## src/rtl/vga_timing_decoder.sv

```systemverilog
// ---------------------------------------------------------------------------
// vga_timing_decoder
//
// Recovers pixel column / line coordinates from a pair of active-low VGA sync
// inputs. Free-running counters are aligned to the falling edges of HS and VS;
// once two consecutive VS falls agree with the counters the block declares
// lock and from then on only checks that the sync edges keep arriving exactly
// where the counters predict.
//
// Ports
//   CLK       in   pixel clock, rising edge
//   RST       in   asynchronous reset, active-high
//   HS        in   horizontal sync, active-low
//   VS        in   vertical sync, active-low, changes only at line start
//   x         out  recovered pixel column (registered)
//   y         out  recovered line number (registered)
//   de        out  data enable: locked and inside the visible area
//   locked    out  high while state is LOCKED
//   sync_err  out  one-cycle pulse, registered, on any sync mismatch or
//                  missing edge (visible the cycle after the offending edge)
// ---------------------------------------------------------------------------
module vga_timing_decoder #(
    parameter int H_VISIBLE = 640,
    parameter int H_FP      = 16,
    parameter int H_TOTAL   = 800,
    parameter int V_VISIBLE = 480,
    parameter int V_FP      = 10,
    parameter int V_TOTAL   = 525
) (
    input  logic       CLK,
    input  logic       RST,
    input  logic       HS,
    input  logic       VS,
    output logic [9:0] x,
    output logic [9:0] y,
    output logic       de,
    output logic       locked,
    output logic       sync_err
);

    // Column at which the HS fall is expected, and the value loaded on a
    // reload so that the counter matches the source from the next cycle.
    localparam logic [9:0] H_EDGE = 10'(H_VISIBLE + H_FP);
    localparam logic [9:0] H_LOAD = 10'(H_VISIBLE + H_FP + 1);
    localparam logic [9:0] H_LAST = 10'(H_TOTAL - 1);
    localparam logic [9:0] H_VIS  = 10'(H_VISIBLE);
    // The VS fall coincides with column 0 of this line.
    localparam logic [9:0] V_EDGE = 10'(V_VISIBLE + V_FP);
    localparam logic [9:0] V_LAST = 10'(V_TOTAL - 1);
    localparam logic [9:0] V_VIS  = 10'(V_VISIBLE);

    typedef enum logic [1:0] {
        SEARCH  = 2'd0,
        ACQUIRE = 2'd1,
        LOCKED  = 2'd2
    } state_t;

    state_t     state;
    logic       hs_d;
    logic       vs_d;
    logic       vs_seen;
    logic [9:0] hcnt;
    logic [9:0] vcnt;

    logic       hs_fall;
    logic       vs_fall;
    logic       h_mark;
    logic       v_mark;
    logic       hs_bad;
    logic       vs_bad;
    logic       lock_err;
    logic       line_end;
    logic [9:0] hcnt_inc;
    logic [9:0] vcnt_inc;

    assign hs_fall  = hs_d & ~HS;
    assign vs_fall  = vs_d & ~VS;

    // Positions where a locked stream must show its sync edges.
    assign h_mark   = (hcnt == H_EDGE);
    assign v_mark   = (vcnt == V_EDGE) && (hcnt == 10'd0);

    assign hs_bad   = hs_fall & ~h_mark;
    assign vs_bad   = vs_fall & ~v_mark;

    // Both edges are judged in the same cycle; any single fault breaks lock.
    assign lock_err = hs_bad | (h_mark & ~hs_fall) |
                      vs_bad | (v_mark & ~vs_fall);

    // ">=" keeps the counters in range even if a reload value were ever
    // configured past the end of the line/frame.
    assign line_end = (hcnt >= H_LAST);
    assign hcnt_inc = line_end ? 10'd0 : hcnt + 10'd1;
    assign vcnt_inc = (vcnt >= V_LAST) ? 10'd0 : vcnt + 10'd1;

    assign x  = hcnt;
    assign y  = vcnt;
    assign de = locked && (hcnt < H_VIS) && (vcnt < V_VIS);

    // Counter defaults are assigned first; reloads later in the same block
    // override them, which gives reloads priority over the increment.
    always_ff @(posedge CLK or posedge RST) begin
        if (RST) begin
            state    <= SEARCH;
            hs_d     <= 1'b0;
            vs_d     <= 1'b0;
            vs_seen  <= 1'b0;
            hcnt     <= 10'd0;
            vcnt     <= 10'd0;
            locked   <= 1'b0;
            sync_err <= 1'b0;
        end else begin
            hs_d     <= HS;
            vs_d     <= VS;
            sync_err <= 1'b0;

            // Counters stay parked at 0 until the first HS fall is seen.
            if (state != SEARCH) begin
                hcnt <= hcnt_inc;
                if (line_end) begin
                    vcnt <= vcnt_inc;
                end
            end

            case (state)
                SEARCH: begin
                    if (hs_fall) begin
                        hcnt    <= H_LOAD;
                        vs_seen <= 1'b0;
                        state   <= ACQUIRE;
                    end
                end

                ACQUIRE: begin
                    if (vs_fall) begin
                        if (!vs_seen) begin
                            vcnt    <= V_EDGE;
                            vs_seen <= 1'b1;
                        end else if (v_mark) begin
                            // A bad HS edge in the same cycle vetoes the lock.
                            if (!hs_bad) begin
                                state  <= LOCKED;
                                locked <= 1'b1;
                            end
                        end else begin
                            vcnt     <= V_EDGE;
                            sync_err <= 1'b1;
                        end
                    end
                    if (hs_bad) begin
                        hcnt     <= H_LOAD;
                        vs_seen  <= 1'b0;
                        sync_err <= 1'b1;
                    end
                end

                LOCKED: begin
                    if (lock_err) begin
                        sync_err <= 1'b1;
                        locked   <= 1'b0;
                        vs_seen  <= 1'b0;
                        state    <= ACQUIRE;
                        if (hs_fall) begin
                            hcnt <= H_LOAD;
                        end
                    end
                end

                default: begin
                    state  <= SEARCH;
                    locked <= 1'b0;
                end
            endcase
        end
    end

endmodule

```

## config.mk

```make
export PLATFORM = sky130hd
export DESIGN_NAME = vga_timing_decoder
export DESIGN_NICKNAME = d
export VERILOG_FILES = /design/src/rtl/vga_timing_decoder.sv
export SDC_FILE = /design/constraint.sdc
export NUM_CORES = 1
export LEC_CHECK = 0
export BUFFER_PORTS_ARGS = -buffer_cell sky130_fd_sc_hd__buf_2
export CAP_MARGIN = 30
export CORE_UTILIZATION = 40
export DETAILED_ROUTE_END_ITERATION = 12
export SYNTH_ARGS = -nofsm -noshare
export SYNTH_HDL_FRONTEND = slang
export SYNTH_SLANG_ARGS = --single-unit
```

## constraint.sdc

```tcl
create_clock -name CLK -period 2.85 [get_ports CLK]
set_input_delay 0.57 -clock CLK [delete_from_list [all_inputs] [get_ports CLK]]
set_output_delay 0.57 -clock CLK [all_outputs]
set_load 0.01 [all_outputs]
```

==> impl_metrics.json <==
{
  "status": "complete, no violations",
  "cp.required_ns": 3.03,
  "synth_cells": 214,
  "period_minus_slack_ns": 2.669,
  "cts_sinks": 27,
  "seq_power_share": 0.407,
  "cts_max_level": 1,
  "ys_ff_latch": 27,
  "drtAntennaViolNets": 0,
  "dieArea_mm2": 0.004892,
  "cts_buffers": 3,
  "p_comb_frac": 0.396,
  "cp_max_fo": 3,
  "rows": 24,
  "ys_warn_count": 0,
  "grt.overflow.total": 0,
  "antenna_found_initial": 0,
  "area_delta_synth_final_pct": 18.50,
  "die_y_um": 69.95,
  "vias": 1713,
  "nNetsFinal": 266,
  "routedWlPerCell_um": 14.59,
  "synth_top_cells_by_count": "27 x dfrtp_1, 23 x nor2_1, 17 x nand2_1",
  "drc_errors": 0,
  "syn_area_per_cell_um2": 8.630,
  "tightest_slew_ns": 0.5295,
  "synthArstFlopShare": 1.000,
  "cts_tree": "done",
  "synth.distinct_cells": 49,
  "synth_nets": 229,
  "synth-main-ff-cell": "dfrtp_1",
  "start_util": 0.4212,
  "setup_viol": 0,
  "switchingPower_w": 0.0004049,
  "arrival_ns": 2.85,
  "hold_viol_final": 0,
  "leakage_nw": 0.9581,
  "maxSlewViolCount": 0,
  "drive_above_1_share": 0.2080,
  "max-cap-violations": 0,
  "p_int_w": 0.0007379,
  "gp_congestion": 0.8052,
  "clockPowerShare": 0.197,
  "tns_ns": 0,
  "num_antenna_cells": 0,
  "wl_mm": 4.406,
  "ios": 27,
  "synth_top_area_cell": "dfrtp_1",
  "whs_ns": 0.3310,
  "synth_top_area_share": 0.3659,
  "cp-end-kind": "register",
  "clk_pin_slew_ns": 0.10,
  "finalPower_w": 0.001143,
  "grt_pass1_wl_mm": 7.790,
  "hpwl_mm": 3.220,
  "first_iter_violations": 101,
  "die_x_um": 69.95,
  "synth_most_common_cell": "dfrtp_1",
  "clk_path_buf_depth": 2,
  "rsz0062_at_grt": "false",
  "drt-vias-per-instance": 5.672,
  "hp-class": "in -> async",
  "grt_max_degree": 28,
  "ir_worst_vdd_mv": 0.1797,
  "clock_latency_ns": 0.28,
  "period_share": 0.9364,
  "grt_usage": 0.1980,
  "portBuffers": 26,
  "core_mm2": 0.004384,
  "grt_pass1_vias": 1593,
  "relSlewSlack": 0.6443,
  "cts-root-buf": "clkbuf_8",
  "ys_seq_area_frac": 0.3659,
  "first_pass_iters": 4,
  "crit_type": "reg -> reg",
  "synth_edf_count": 0,
  "skew_ns": 0.007035,
  "p_per_area_mw_per_mm2": 522.2,
  "synth.area.top_cells": "dfrtp_1 37%, ha_1 7.5%, nor2_1 4.7%",
  "sw_frac_of_total": 0.3543,
  "fin_ws_ns": 0.1814,
  "dp_slack_ns": -0.009353,
  "max_freq_ghz": 0.3747,
  "syn_area_mm2": 0.001847,
  "cp-start-kind": "register"
}
[timing repair]
item / in CTS / in global routing
hold buffers: 0 / 0
setup endpoints to repair: 1 / 10
resized for setup: 1 / 2
buffers inserted: 0 / 1
pin swaps: 0 / 3
[cell usage in the layout, fill, tap and decap left out, types with 4 or more instances in the layout]
cell      count
nor2b_1       7
nand2_1      17
a21oi_1      11
o21ai_0      12
nor2_1       23
buf_4        15
nor3_1        8
o311ai_0      5
xnor2_1       5
buf_2        26
inv_1        10
and2_1        4
dfrtp_1      27
ha_1         10
a31oi_1       5
nand3_1       9
[kinds of logic (layout without fill, tap and decap cells)]
group / count (synthesis) / count (layout) / share of synthesized area
adder cells (fa/ha/maj): 11 / 11 / 0.07452
buffers and inverters: 19 / 55 / 0.03930
AND/OR/NAND/NOR: 94 / 94 / 0.2757
multiplexers: 2 / 2 / 0.01084
flip-flops: 27 / 27 / 0.3659
XOR/XNOR: 7 / 7 / 0.03320
AO/OA/AOI/OAI: 54 / 54 / 0.2006
[flip-flops by register name, summed over array words and instances, names as in the netlist]
name,flops
x,10
y,10
state,2
hs_d,1
locked,1
sync_err,1
vs_d,1
vs_seen,1
[path summary, 6_finish.rpt]
kind                              start  endpoint  slack, ns  depth (start not counted)
worst max register to register     x[3]   vs_seen       0.18                          9
worst min register to register  vs_seen   vs_seen       0.57                          1
worst min-delay path                RST      y[1]       0.33                          3
max in group asynchronous           RST      x[4]       2.24                          3
min in group CLK                     VS      vs_d       0.41                          1
worst max-delay path               x[3]   vs_seen       0.18                          9
[cell type report]
class                   count  area, um2
clock buffers               3      41.29
clock inverters             1      5.005
fillers                   445       2196
inverters                  10      37.54
multi-input cells         168       1121
flip-flops and latches     27      675.6
well taps                  52      65.06
repair buffers             41      242.7
[stage by stage]
step                      cells  utilization  area (um2)
final                       302       0.4991        2188
after global routing        302       0.4991        2188
after CTS                   301       0.4937        2165
after detailed placement    297       0.4817        2112
after global placement      297       0.4817        2112
after floorplan             214            -        1849
[metal layers]
metal	vias to the layer above	part of all wire	GRT usage	wire, um
met1	828	0.49	0.3001	2167
met3	6	0.027	0.01876	120
met2	27	0.47	0.2959	2060
met5	-	0	0	0
li1	852	-	-	-
met4	0	0.013	0.06222	58
[worst max-delay path, cell delays in order (launching register included)]
cell and delay (ns):
dfrtp_1 0.41, nor4_2 0.31, nand2_1 0.12, or4b_4 0.55, ha_4 0.23, and2_1 0.13
nand4bb_1 0.15, a21boi_2 0.08, or4_1 0.48, o21a_1 0.12
[power groups by stage]
stage | logic [W] | clock network, W | registers, W
after floorplan | 0.000261 | 0 | 0.000494
after global placement | 0.000431 | 0 | 0.000470
after detailed placement | 0.000433 | 0 | 0.000471
after CTS | 0.000438 | 0.000238 | 0.000466
after global routing | 0.000510 | 0.000248 | 0.000473
final | 0.000452 | 0.000225 | 0.000465
(Power assumes the default switching activity.)
